`src/rtl/fpu_issue_pkg.sv`:
```
// Shared encodings for the RV32F issue/writeback controller.
// The FPU_WATCHDOG_EN build adds a WAIT-state timeout (see fpu_watchdog).
package fpu_issue_pkg;

  typedef enum logic [2:0] {
    OP_ADD = 3'd0,
    OP_SUB = 3'd1,
    OP_MUL = 3'd2,
    OP_DIV = 3'd3
  } fpu_op_e;

  typedef enum logic [1:0] {
    ST_IDLE  = 2'd0,
    ST_ISSUE = 2'd1,
    ST_WAIT  = 2'd2,
    ST_WB    = 2'd3
  } issue_state_e;

  localparam logic [31:0] CANON_NAN = 32'h7FC0_0000;

  // Codes 4-7 are reserved, so the top opcode bit alone identifies them.
  function automatic logic op_is_reserved(input logic [2:0] op);
    return op[2];
  endfunction

endpackage

```
`src/rtl/fpu_watchdog.sv`:
```
// WAIT-state cycle counter; flags a timeout on the last allowed WAIT cycle.
// Instantiated by fpu_issue_ctrl only when FPU_WATCHDOG_EN is defined.
module fpu_watchdog
  import fpu_issue_pkg::*;
#(
  parameter int unsigned WD_CYCLES = 1024,
  parameter int unsigned CNT_W     = 11
) (
  input  logic i_clk,
  input  logic i_rst_n,
  input  logic i_clear,
  input  logic i_run,
  output logic o_timeout
);

  logic [CNT_W-1:0] r_count;

  always_ff @(posedge i_clk or negedge i_rst_n) begin
    if (!i_rst_n) begin
      r_count <= '0;
    end else if (i_clear) begin
      r_count <= '0;
    end else if (i_run) begin
      r_count <= r_count + CNT_W'(1);
    end
  end

  assign o_timeout = i_run && (r_count == CNT_W'(WD_CYCLES - 1));

endmodule

```
`src/rtl/fpu_issue_ctrl.sv`:
```
// Single-op issue/writeback controller between RV32F execute and the FPU units.
// Define FPU_WATCHDOG_EN to bound the WAIT state with fpu_watchdog.
module fpu_issue_ctrl
  import fpu_issue_pkg::*;
#(
  parameter int unsigned WD_CYCLES = 1024,
  parameter int unsigned CNT_W     = 11
) (
  input  logic        i_clk,
  input  logic        i_rst_n,
  input  logic        i_req_valid,
  output logic        o_req_ready,
  input  logic [2:0]  i_req_op,
  input  logic [4:0]  i_req_rd,
  input  logic [31:0] i_req_a,
  input  logic [31:0] i_req_b,
  output logic [31:0] o_operand_a,
  output logic [31:0] o_operand_b,
  output logic        o_add_start,
  output logic        o_add_sel,
  output logic        o_mul_start,
  output logic        o_div_start,
  input  logic        i_add_done,
  input  logic        i_mul_done,
  input  logic        i_div_done,
  input  logic [31:0] i_add_result,
  input  logic [31:0] i_mul_result,
  input  logic [31:0] i_div_result,
  output logic        o_wb_valid,
  input  logic        i_wb_ready,
  output logic [4:0]  o_wb_rd,
  output logic [31:0] o_wb_data,
  output logic        o_wb_err,
  output logic        o_busy
);

  issue_state_e r_state;
  fpu_op_e      r_op;
  logic         r_req_ready, r_busy;
  logic         r_add_start, r_mul_start, r_div_start, r_add_sel;
  logic         r_wb_valid, r_wb_err;
  logic [4:0]   r_wb_rd;
  logic [31:0]  r_operand_a, r_operand_b, r_wb_data;

  logic         w_sel_done;
  logic [31:0]  w_sel_result;
  logic         w_timeout;

  // Only the unit that was started is listened to; the other done lines are noise.
  always_comb begin
    w_sel_done   = 1'b0;
    w_sel_result = i_add_result;
    case (r_op)
      OP_ADD, OP_SUB: begin
        w_sel_done   = i_add_done;
        w_sel_result = i_add_result;
      end
      OP_MUL: begin
        w_sel_done   = i_mul_done;
        w_sel_result = i_mul_result;
      end
      OP_DIV: begin
        w_sel_done   = i_div_done;
        w_sel_result = i_div_result;
      end
      default: ;
    endcase
  end

`ifdef FPU_WATCHDOG_EN
  fpu_watchdog #(
    .WD_CYCLES(WD_CYCLES),
    .CNT_W    (CNT_W)
  ) u_watchdog (
    .i_clk    (i_clk),
    .i_rst_n  (i_rst_n),
    .i_clear  (r_state == ST_ISSUE),
    .i_run    (r_state == ST_WAIT),
    .o_timeout(w_timeout)
  );
`else
  assign w_timeout = 1'b0;
  logic w_unused_wd;
  assign w_unused_wd = ^{WD_CYCLES, CNT_W};
`endif

  always_ff @(posedge i_clk or negedge i_rst_n) begin
    if (!i_rst_n) begin
      r_state     <= ST_IDLE;
      r_op        <= OP_ADD;
      r_req_ready <= 1'b1;
      r_busy      <= 1'b0;
      r_add_start <= 1'b0;
      r_mul_start <= 1'b0;
      r_div_start <= 1'b0;
      r_add_sel   <= 1'b0;
      r_wb_valid  <= 1'b0;
      r_wb_err    <= 1'b0;
      r_wb_rd     <= '0;
      r_operand_a <= '0;
      r_operand_b <= '0;
      r_wb_data   <= '0;
    end else begin
      r_add_start <= 1'b0;
      r_mul_start <= 1'b0;
      r_div_start <= 1'b0;
      case (r_state)
        ST_IDLE: begin
          if (i_req_valid) begin
            r_req_ready <= 1'b0;
            r_busy      <= 1'b1;
            r_wb_rd     <= i_req_rd;
            r_operand_a <= i_req_a;
            r_operand_b <= i_req_b;
            r_add_sel   <= (i_req_op == OP_SUB);
            if (op_is_reserved(i_req_op)) begin
              r_wb_valid <= 1'b1;
              r_wb_err   <= 1'b1;
              r_wb_data  <= CANON_NAN;
              r_state    <= ST_WB;
            end else begin
              r_op        <= fpu_op_e'(i_req_op);
              r_add_start <= (i_req_op == OP_ADD) || (i_req_op == OP_SUB);
              r_mul_start <= (i_req_op == OP_MUL);
              r_div_start <= (i_req_op == OP_DIV);
              r_wb_err    <= 1'b0;
              r_state     <= ST_ISSUE;
            end
          end
        end
        ST_ISSUE: r_state <= ST_WAIT;
        ST_WAIT: begin
          if (w_sel_done) begin
            r_wb_data  <= w_sel_result;
            r_wb_valid <= 1'b1;
            r_state    <= ST_WB;
          end else if (w_timeout) begin
            r_wb_data  <= CANON_NAN;
            r_wb_err   <= 1'b1;
            r_wb_valid <= 1'b1;
            r_state    <= ST_WB;
          end
        end
        ST_WB: begin
          if (i_wb_ready) begin
            r_wb_valid  <= 1'b0;
            r_req_ready <= 1'b1;
            r_busy      <= 1'b0;
            r_state     <= ST_IDLE;
          end
        end
        default: r_state <= ST_IDLE;
      endcase
    end
  end

  assign o_req_ready = r_req_ready;
  assign o_busy      = r_busy;
  assign o_operand_a = r_operand_a;
  assign o_operand_b = r_operand_b;
  assign o_add_start = r_add_start;
  assign o_add_sel   = r_add_sel;
  assign o_mul_start = r_mul_start;
  assign o_div_start = r_div_start;
  assign o_wb_valid  = r_wb_valid;
  assign o_wb_rd     = r_wb_rd;
  assign o_wb_data   = r_wb_data;
  assign o_wb_err    = r_wb_err;

endmodule
```
`config.mk`:
```
export PLATFORM = sky130hd
export DESIGN_NAME = fpu_issue_ctrl
export DESIGN_NICKNAME = d
export VERILOG_FILES = /design/src/rtl/fpu_issue_pkg.sv /design/src/rtl/fpu_watchdog.sv /design/src/rtl/fpu_issue_ctrl.sv
export SDC_FILE = /design/constraint.sdc
export NUM_CORES = 1
export LEC_CHECK = 0
export BUFFER_PORTS_ARGS = -buffer_cell sky130_fd_sc_hd__buf_2
export CAP_MARGIN = 20
export CORE_MARGIN = 1.5
export CORE_UTILIZATION = 40
export DETAILED_ROUTE_END_ITERATION = 10
export GPL_TIMING_DRIVEN = 0
export HOLD_SLACK_MARGIN = 0.02
export PLACE_DENSITY = 0.75
export SLEW_MARGIN = 20
export SYNTH_ARGS = -nofsm -noshare
export SYNTH_HDL_FRONTEND = slang
export SYNTH_SLANG_ARGS = --single-unit
```
`constraint.sdc`:
```
create_clock -name i_clk -period 1.81 [get_ports i_clk]
set_input_delay 0.2715 -clock i_clk [delete_from_list [all_inputs] [get_ports i_clk]]
set_output_delay 0.2715 -clock i_clk [all_outputs]
set_load 0.005 [all_outputs]
```
==> results of run 1 <==
cells in the mapped netlist (2+ instances only):
cell type / n / area, sq um
o211ai_1: 23 / 173
buf_1: 2 / 7.51
a21oi_1: 28 / 140
nand3_1: 46 / 230
and3_1: 3 / 18.8
inv_1: 5 / 18.8
mux2_2: 70 / 788
buf_6: 2 / 22.5
o21ai_0: 13 / 65.1
clkbuf_1: 12 / 45.0
buf_2: 18 / 90.1
a2bb2oi_2: 9 / 135
mux2i_1: 35 / 350
nand2_1: 40 / 150
nor2_1: 27 / 101
ha_1: 3 / 37.5
dfrtp_1: 112 / 2800
buf_4: 3 / 22.5
nor2b_1: 2 / 12.5
state kept, by name (all words and copies together), names as in the netlist:
register,flops
o_wb_valid,1
o_wb_data,32
o_add_sel,1
o_wb_rd,5
o_busy,1
o_wb_err,1
o_add_start,1
r_op,2
r_state,2
o_operand_b,32
o_mul_start,1
o_req_ready,1
o_div_start,1
o_operand_a,32
where the power goes:
group	switching (mW)	internal, mW
clock	1.21	2.32
sequential	0.710	3.79
combinational	2.95	3.20
total	4.87	9.30
stage by stage:
step | setup TNS [ns] | power [mW] | utilization [%] | worst slack (ns)
after floorplan | 0 | 7.98 | - | 0.121
after global placement | -114.10 | 10.1 | 53.1 | -0.915
after detailed placement | -11.81 | 10.3 | 53.4 | -0.251
after CTS | -0.0614 | 14.2 | 59.0 | -0.0146
after global routing | -0.0458 | 15.1 | 59.7 | -0.0121
final | 0 | 14.2 | 59.7 | 0.0868
metal layers:
| metal | vias to the layer above | track usage, % |
|---|---|---|
| met1 | 2205 | 22.4 |
| li1 | 2280 | - |
| met4 | 0 | 5.87 |
| met2 | 210 | 39.5 |
| met5 | - | 0 |
| met3 | 11 | 7.96 |
kinds of logic (layout without fill, tap and decap cells):
logic type / after synthesis / after routing / share of synthesized area (%)
simple gates: 120 / 120 / 9.81
compound gates: 80 / 81 / 11.1
buf+inv: 42 / 365 / 3.86
flops: 113 / 113 / 52.9
fa+ha+maj: 3 / 3 / 0.702
mux: 106 / 106 / 21.6
worst register-to-register path: stages, from the launching register on:
cell      delay [ns]
dfrtp_1         0.38
inv_2           0.06
ha_2            0.18
buf_6           0.13
buf_4           0.14
nand2b_1        0.10
o21ai_0         0.11
a21oi_1         0.32
mux2i_1         0.23
final timing paths:
check | endpoint | slack, ns | cells past startpoint
min in group asynchronous | o_operand_b[10] | 0.39 | 2
hold / removal | o_mul_start | 0.08 | 2
setup reg to reg | r_state[1] | 0.09 | 8
max in group asynchronous | r_op[1] | 0.74 | 3
setup / recovery | r_state[1] | 0.09 | 8
hold reg to reg | o_wb_err | 0.49 | 2
timing repair:
item | CTS | global route
buffers inserted | 2 | 5
setup endpoints to repair | 73 | 92
pin swaps | 0 | 2
resized for setup | 19 | 16
hold buffers | 1 | 0
endpoints found under the hold margin | 53 | 0
cloned | 1 | 0
area by class of cell:
type | instances | area (sq um) | area share (%)
Clock buffer | 17 | 425 | 5.43
Clock inverter | 15 | 208 | 2.65
Timing Repair Buffer | 291 | 1540 | 19.6
Buffer | 37 | 254 | 3.24
Inverter | 5 | 18.8 | 0.239
Sequential cell | 113 | 2830 | 36.1
Tap cell | 176 | 220 | 2.81
Multi-Input combinational cell | 310 | 2350 | 29.9
==> flow_metrics.tcl, run 1 <==
set metrics [dict create \
    highest_layer "met4" \
    dpl.cell_count 923 \
    io_buffers 282 \
    path_max_fanout 7 \
    synth-edff-count 0 \
    fp-row-count 42 \
    grt_pass1_vias 4860 \
    end_kind "register" \
    synth_area_sq_mm 0.00534 \
    area_growth_pct 46.7 \
    finalHoldViolCount 0 \
    slowest_delay_ns 0.38 \
    insertion_delay_ns 0.40 \
    grt_max_degree 60 \
    num_vias 4706 \
    place_congestion 0.803 \
    drive_gt1_share_pct 56.0 \
    hp-start "i_req_op[0]" \
    fin_area_sq_mm 0.00784 \
    first_iter_violations 171 \
    crit_required_ns 2.13 \
    worstSetupStartpoint "r_state[0]" \
    cp_slowest_cell "dfrtp_1" \
    fillers 1152 \
    maxSlewViolCount 0 \
    drc 0 \
    rsz0062_at_grt "true" \
    drt-total-wl_um 15000 \
    finalCriticalPeriod_ns 1.72 \
    cp.arrival_ns 2.04 \
    pin_count 284 \
    syn_area_per_cell_sq_um 11.5 \
    cts_buffer_depth 2 \
    num_antenna_cells 0 \
    holdWs_ns 0.0824 \
    met1_length_um 5540 \
    synthesis.nets 642 \
    max_freq_mhz 580 \
    fin_skew_ns 0.0119 \
    drt_first_pass_iters 4 \
    yosys_warnings 0 \
    worst_pin_slew_ns 0.530 \
    grt_util_all_layers_pct 21.3 \
    ys.flop_type "dfrtp_1" \
    ys_ff_latch 113 \
    max_slew_margin_pct 64.7 \
    antenna_found_initial 0 \
    wl_met3_um 1460 \
    clock-sinks 113 \
    numCtsBuffers 17 \
    vdd.ir_drop.worst_v 0.000942 \
    initial_core_util_pct 40.7 \
    dieArea_sq_mm 0.0141 \
    dpl.hpwl_um 11500 \
    drv_cap 0 \
    wl_per_cell_um 15.5 \
    worstHoldPathType "input port to register" \
    power.density_mw_per_mm2 1810 \
    outcome "complete, no violations" \
    clk_pin_slew_worst_paths_ns 0.05 \
    routed-wl-met2_um 7860 \
    startpoint_type "register" \
    fin_cells 964 \
    setup_violations 0 \
    timing.rr.start "r_state[0]" \
    synth-async-reset-ratio_pct 100 \
    die_w_um 119 \
    crit_chain "inv_2 > ha_2 > buf_6 > buf_4 > nand2b_1 > o21ai_0 > a21oi_1 > mux2i_1" \
    yosysUniqueCellTypes 30 \
    total_leakage_power_nw 3.96 \
    ant_nets 0 \
    final_cell_mix "293 x buf_2, 112 x dfrtp_1, 70 x mux2_2, 46 x nand3_1, 39 x nand2_1" \
    grt_pass1_wl_um 23600 \
    crit_type "register to register" \
    path_buf_inv 3 \
    cts_tree "yes" \
    htreeDepth 4 \
    fin_nets 953 \
    gr-total-overflow 0 \
    core_sq_mm 0.0131 \
    routed_via_density 4.88 \
    root_buffer "clkbuf_16" \
    fin_crit_sh_pct 95.2 \
    ys_seq_area_share_pct 52.9 \
    placed_area_sq_mm 0.00701 \
    postSynthCellCount 464 \
    cpLargestDelayFamily "compound AO/OA/AOI/OAI gates" \
    die_h_um 119 \
    final_common_cell "buf_2" \
]
Note: power is estimated with default switching activity, not from simulation.
==> run 2, diff against run 1 <==
--- a/config.mk
+++ b/config.mk
@@ -7,12 +7,14 @@
 export LEC_CHECK = 0
 export BUFFER_PORTS_ARGS = -buffer_cell sky130_fd_sc_hd__buf_2
 export CAP_MARGIN = 20
+export CELL_PAD_IN_SITES_DETAIL_PLACEMENT = 0
+export CELL_PAD_IN_SITES_GLOBAL_PLACEMENT = 1
 export CORE_MARGIN = 1.5
-export CORE_UTILIZATION = 40
+export CORE_UTILIZATION = 30
 export DETAILED_ROUTE_END_ITERATION = 10
 export GPL_TIMING_DRIVEN = 0
 export HOLD_SLACK_MARGIN = 0.02
-export PLACE_DENSITY = 0.75
+export PLACE_DENSITY_LB_ADDON = 0.1
 export SLEW_MARGIN = 20
 export SYNTH_ARGS = -nofsm -noshare
 export SYNTH_HDL_FRONTEND = slang
==> run 2 against run 1 <==
Effect of this change:
- sequential share of layout area rose by 0.17 points
- critical endpoint is now o_wb_data[28]
- utilization fell by 15 points
- sequential power about the same
- clock power down 8.8%
- first-iteration DRC count grew 24%
- global-route usage is 3.9 points lower
- total power shrank 2.6%
- worst hold slack got worse by 0.014 ns
- critical path type unchanged
- count of clock-buffer cells in the layout grew 4
- largest power group unchanged
- largest cell class unchanged
- flip-flop and latch count unchanged
- combinational power is essentially flat
==> flow_metrics.tcl, run 2 (same netlist as run 1, synthesis figures left out) <==
set metrics [dict create \
    outcome "complete, no violations" \
    endpoint "o_wb_data[28]" \
    total_leakage_power_nw 3.92 \
    dieArea_sq_mm 0.0186 \
    die_h_um 136 \
    drv_cap 0 \
    wl_per_cell_um 15.8 \
    final_common_cell "buf_2" \
    worstSetupStartpoint "r_state[0]" \
    fin_cells 1012 \
    finalHoldViolCount 0 \
    core_sq_mm 0.0174 \
    pin_count 284 \
    grt_pass1_wl_um 24700 \
    first_iter_violations 212 \
    cp.arrival_ns 2.01 \
    num_vias 4694 \
    antenna_found_initial 0 \
    dpl.cell_count 972 \
    drt_first_pass_iters 5 \
    fin_skew_ns 0.0104 \
    grt_util_all_layers_pct 17.3 \
    fp-row-count 48 \
    cts_tree "yes" \
    rr_worst_depth 9 \
    power.density_mw_per_mm2 1770 \
    grt_max_degree 68 \
    r2r_end "o_wb_data[28]" \
    io_buffers 282 \
    die_w_um 136 \
    max_slew_margin_pct 68.3 \
    clk_pin_slew_worst_paths_ns 0.05 \
    ant_nets 0 \
    root_buffer "clkbuf_16" \
    num_antenna_cells 0 \
    ff2ff_setup_slack_ns 0.09 \
    drt-total-wl_um 16000 \
    area_growth_pct 46.0 \
    place_congestion 0.745 \
    path_max_fanout 9 \
    fin_area_sq_mm 0.00780 \
    drive_gt1_share_pct 56.2 \
    multiInputGateArea_sq_mm 0.00233 \
    whs_path_depth 2 \
    worstHoldPathType "input port to register" \
    gr-total-overflow 0 \
    numCtsBuffers 17 \
    fin_nets 952 \
    maxSlewViolCount 0 \
    initial_core_util_pct 30.8 \
    finalCriticalPeriod_ns 1.72 \
    fin_crit_sh_pct 95.2 \
    max_freq_mhz 580 \
    dpl.hpwl_um 12300 \
    routed_via_density 4.64 \
    rsz0062_at_grt "false" \
    crit_type "register to register" \
    timing.rr.start "r_state[0]" \
    crit_required_ns 2.10 \
    cts_buffer_depth 2 \
    grt_pass1_vias 5029 \
    clock-sinks 113 \
    worst_pin_slew_ns 0.476 \
    final_cell_mix "293 x buf_2, 112 x dfrtp_1, 70 x mux2_2, 46 x nand3_1, 39 x nand2_1" \
    startpoint_type "register" \
    setup_violations 0 \
    placed_area_sq_mm 0.00707 \
    vdd.ir_drop.worst_v 0.000739 \
    fin_util_pct 44.9 \
    fillers 1691 \
    power_mw 13.8 \
    drc 0 \
    htreeDepth 4 \
    insertion_delay_ns 0.41 \
    end_kind "register" \
    seq_area_sq_mm 0.00283 \
]
[run 2: cell types whose count changed in the layout (fill, tap and decap cells not counted), moves of 2 or more]
cell	delta
clkbuf_8	+2
clkbuf_2	+3
buf_4	+5
buf_1	-2
clkinvlp_4	+3
bufinv_16	-3
clkinv_4	-3
[run 2: worst max-delay path: stages (launching register included)]
cell	delay, ns
dfrtp_1	0.39
inv_2	0.08
ha_1	0.16
buf_6	0.12
nor2b_1	0.04
buf_4	0.16
a31oi_4	0.31
a21oi_4	0.06
buf_12	0.16
a2bb2oi_2	0.13
[run 2: through the flow]
| step | setup WS, ns | hold slack, ns | setup TNS (ns) |
|---|---|---|---|
| 4_1_cts | -0.0149 | 0.0511 | -0.0715 |
| 3_5_place_dp | -0.230 | 0.245 | -11.88 |
| 6_report | 0.0872 | 0.0681 | 0 |
| 5_1_grt | 0.00396 | 0.0642 | 0 |
| 2_1_floorplan | 0.121 | -0.0241 | 0 |
| 3_3_place_gp | -0.944 | 0.470 | -112.78 |
[run 2: where the power goes]
| part | total, mW | switching [mW] | internal (mW) |
|---|---|---|---|
| logic | 6.12 | 2.97 | 3.14 |
| registers | 4.48 | 0.691 | 3.79 |
| clock network | 3.22 | 1.18 | 2.04 |
[run 2: worst min-delay path by stage]
stage                      end         from  slack (ns)
4_1_cts            o_mul_start  i_req_op[0]        0.05
3_5_place_dp   o_operand_a[20]      i_rst_n        0.25
6_report           o_mul_start  i_req_op[0]        0.07
3_3_place_gp          o_wb_err     o_wb_err        0.47
2_1_floorplan        o_add_sel      i_rst_n       -0.02
5_1_grt            o_mul_start  i_req_op[0]        0.06
[run 2: layout make-up]
cell class | count | area share [%]
clock inverters | 11 | 1.35
clock buffers | 21 | 6.16
flip-flops and latches | 113 | 36.3
repair buffers | 291 | 19.5
inverters | 5 | 0.241
well taps | 225 | 3.61
plain buffers | 37 | 3.00
multi-input cells | 309 | 29.8
[run 2: repair_timing]
| item | in CTS | in global routing |
|---|---|---|
| endpoints found under the hold margin | 46 | 0 |
| hold buffers | 1 | 0 |
| cloned | 0 | 0 |
| buffers inserted | 2 | 5 |
| resized for setup | 15 | 17 |
| endpoints found under the setup margin | 65 | 67 |
[run 2: per-layer routing]
metal	track usage, %	vias up	share of wire (%)
met3	6.60	14	9.0
met4	6.21	0	1.5
met1	19.5	2212	40
li1	-	2271	-
met2	29.7	197	50
met5	0	-	0
==> run 3, diff against run 2 <==
--- a/config.mk
+++ b/config.mk
@@ -9,12 +9,13 @@
 export CAP_MARGIN = 20
 export CELL_PAD_IN_SITES_DETAIL_PLACEMENT = 0
 export CELL_PAD_IN_SITES_GLOBAL_PLACEMENT = 1
-export CORE_MARGIN = 1.5
+export CORE_MARGIN = 2
 export CORE_UTILIZATION = 30
 export DETAILED_ROUTE_END_ITERATION = 10
 export GPL_TIMING_DRIVEN = 0
 export HOLD_SLACK_MARGIN = 0.02
 export PLACE_DENSITY_LB_ADDON = 0.1
+export SETUP_SLACK_MARGIN = 0.15
 export SLEW_MARGIN = 20
 export SYNTH_ARGS = -nofsm -noshare
 export SYNTH_HDL_FRONTEND = slang
==> run 3 against run 2 <==
Effect of this change:
- wire length rose by 3.4%
- final area rose by 3.6%
- utilization rose by 1.6 points
- critical path type unchanged
- critical endpoint is now r_state[1]
- highest routed layer unchanged
==> flow_metrics.tcl, run 3 (same netlist as run 1, synthesis figures left out) <==
set metrics [dict create \
    wl_per_cell_um 16.0 \
    die_h_um 137 \
    htreeDepth 4 \
    area_growth_pct 51.3 \
    finalCriticalPeriod_ns 1.73 \
    place_congestion 0.734 \
    worst_pin_slew_ns 0.458 \
    finalHoldViolCount 0 \
    p_switching_mw 4.96 \
    clock-sinks 113 \
    dpl.hpwl_um 12400 \
    vdd.ir_drop.worst_v 0.000920 \
    max_slew_margin_pct 69.5 \
    grt_max_degree 69 \
    p_sw_share_pct 34.1 \
    clk_pin_slew_worst_paths_ns 0.05 \
    setup_violations 0 \
    startpoint_type "register" \
    fp-row-count 48 \
    drt_first_pass_iters 7 \
    grt_pass1_wl_um 25200 \
    grt_util_all_layers_pct 17.4 \
    numCtsBuffers 17 \
    path_max_fanout 3 \
    maxSlewViolCount 0 \
    ant_nets 0 \
    grt_pass1_vias 5081 \
    die_w_um 137 \
    intPower_mw 9.57 \
    io_buffers 282 \
    holdWs_ns 0.0510 \
    insertion_delay_ns 0.41 \
    fin_util_pct 46.6 \
    drive_gt1_share_pct 58.0 \
    clkPwrFrac_pct 22.9 \
    fin_skew_ns 0.00525 \
    end_kind "register" \
    drt-total-wl_um 16500 \
    total_leakage_power_nw 4.08 \
    outcome "complete, no violations" \
    dieArea_sq_mm 0.0189 \
    cts_buffer_depth 2 \
    fin_crit_sh_pct 95.3 \
    core_sq_mm 0.0174 \
    fillers 1656 \
    crit_required_ns 2.14 \
    fin_tns_setup_ns 0 \
    drc 0 \
    rsz0062_at_grt "true" \
    num_vias 4839 \
    first_iter_violations 154 \
    cp.arrival_ns 2.06 \
    pin_count 284 \
    power.density_mw_per_mm2 1800 \
    ff2ff_setup_slack_ns 0.08 \
    worstHoldPathType "input port to register" \
    p_seq_share_pct 30.9 \
    cts_tree "yes" \
    fin_nets 972 \
    max_freq_mhz 580 \
    final_cell_mix "293 x buf_2, 112 x dfrtp_1, 69 x mux2_2, 46 x nand3_1, 39 x nand2_1" \
    crit_type "register to register" \
    antenna_found_initial 0 \
    power_mw 14.5 \
    fin_cells 1032 \
    initial_core_util_pct 30.8 \
    final_common_cell "buf_2" \
    pwr-share-comb_pct 46.2 \
    drv_cap 0 \
    num_antenna_cells 0 \
    dpl.cell_count 972 \
    routed_via_density 4.69 \
    gr-total-overflow 0 \
    root_buffer "clkbuf_16" \
]
==> run 3: worst paths after layout <==
check / from / to / cells after the start
max in group asynchronous: i_rst_n / o_req_ready / 3
worst min register to register: o_wb_err / o_wb_err / 2
worst max-delay path: r_state[1] / r_state[1] / 11
min in group asynchronous: i_rst_n / o_wb_rd[4] / 2
worst max register to register: r_state[1] / r_state[1] / 11
worst min-delay path: i_req_op[1] / o_add_start / 2
==> run 3: power by group through the flow <==
| stage | Sequential (mW) | Combinational [mW] | Clock, mW |
|---|---|---|---|
| final | 4.48 | 6.71 | 3.33 |
| after global routing | 4.66 | 7.36 | 3.56 |
| after CTS | 4.48 | 6.62 | 3.41 |
| after detailed placement | 4.49 | 5.94 | 0 |
| after global placement | 4.43 | 5.80 | 0 |
| after floorplan | 4.57 | 3.43 | 0 |
==> run 3: repair_timing <==
| item | 4_1_cts | 5_1_grt |
|---|---|---|
| resized for setup | 30 | 36 |
| setup endpoints to repair | 106 | 101 |
| setup buffers | 23 | 5 |
| hold buffers | 1 | 0 |
| pin swaps | 3 | 4 |
| hold endpoints to repair | 45 | 0 |
==> run 3: metrics by stage <==
| stage | area [sq um] | worst slack (ns) |
|---|---|---|
| global placement | 7040 | -0.926 |
| detailed placement | 7080 | -0.214 |
| finish | 8080 | 0.0850 |
| floorplan | 5350 | 0.121 |
| global route | 8080 | 0.0316 |
| CTS | 7980 | 0.120 |
==> run 3: final cells by class <==
type / instances / area (sq um) / share of cell area (%)
clock inverters: 10 / 135 / 1.67
well taps: 225 / 282 / 3.48
clock buffers: 22 / 454 / 5.62
plain buffers: 36 / 272 / 3.36
inverters: 5 / 18.8 / 0.232
flip-flops and latches: 113 / 2830 / 35.0
multi-input cells: 309 / 2380 / 29.4
repair buffers: 312 / 1720 / 21.3
==> run 3: worst max-delay path, cell delays in order, from the launching register on <==
cell and delay [ns]:
dfrtp_1 0.39, inv_2 0.08, buf_6 0.11, buf_4 0.12
buf_4 0.12, buf_4 0.12, buf_4 0.12, buf_4 0.12
buf_6 0.10, buf_4 0.12, buf_4 0.12, mux2i_1 0.12
==> run 3: per-layer routing <==
metal | global-route usage, % | vias to the layer above | share of wire [%]
li1 | - | 2315 | -
met1 | 19.4 | 2298 | 39
met2 | 29.7 | 208 | 49
met3 | 7.58 | 18 | 11
met4 | 5.96 | 0 | 1.5
met5 | 0 | - | 0
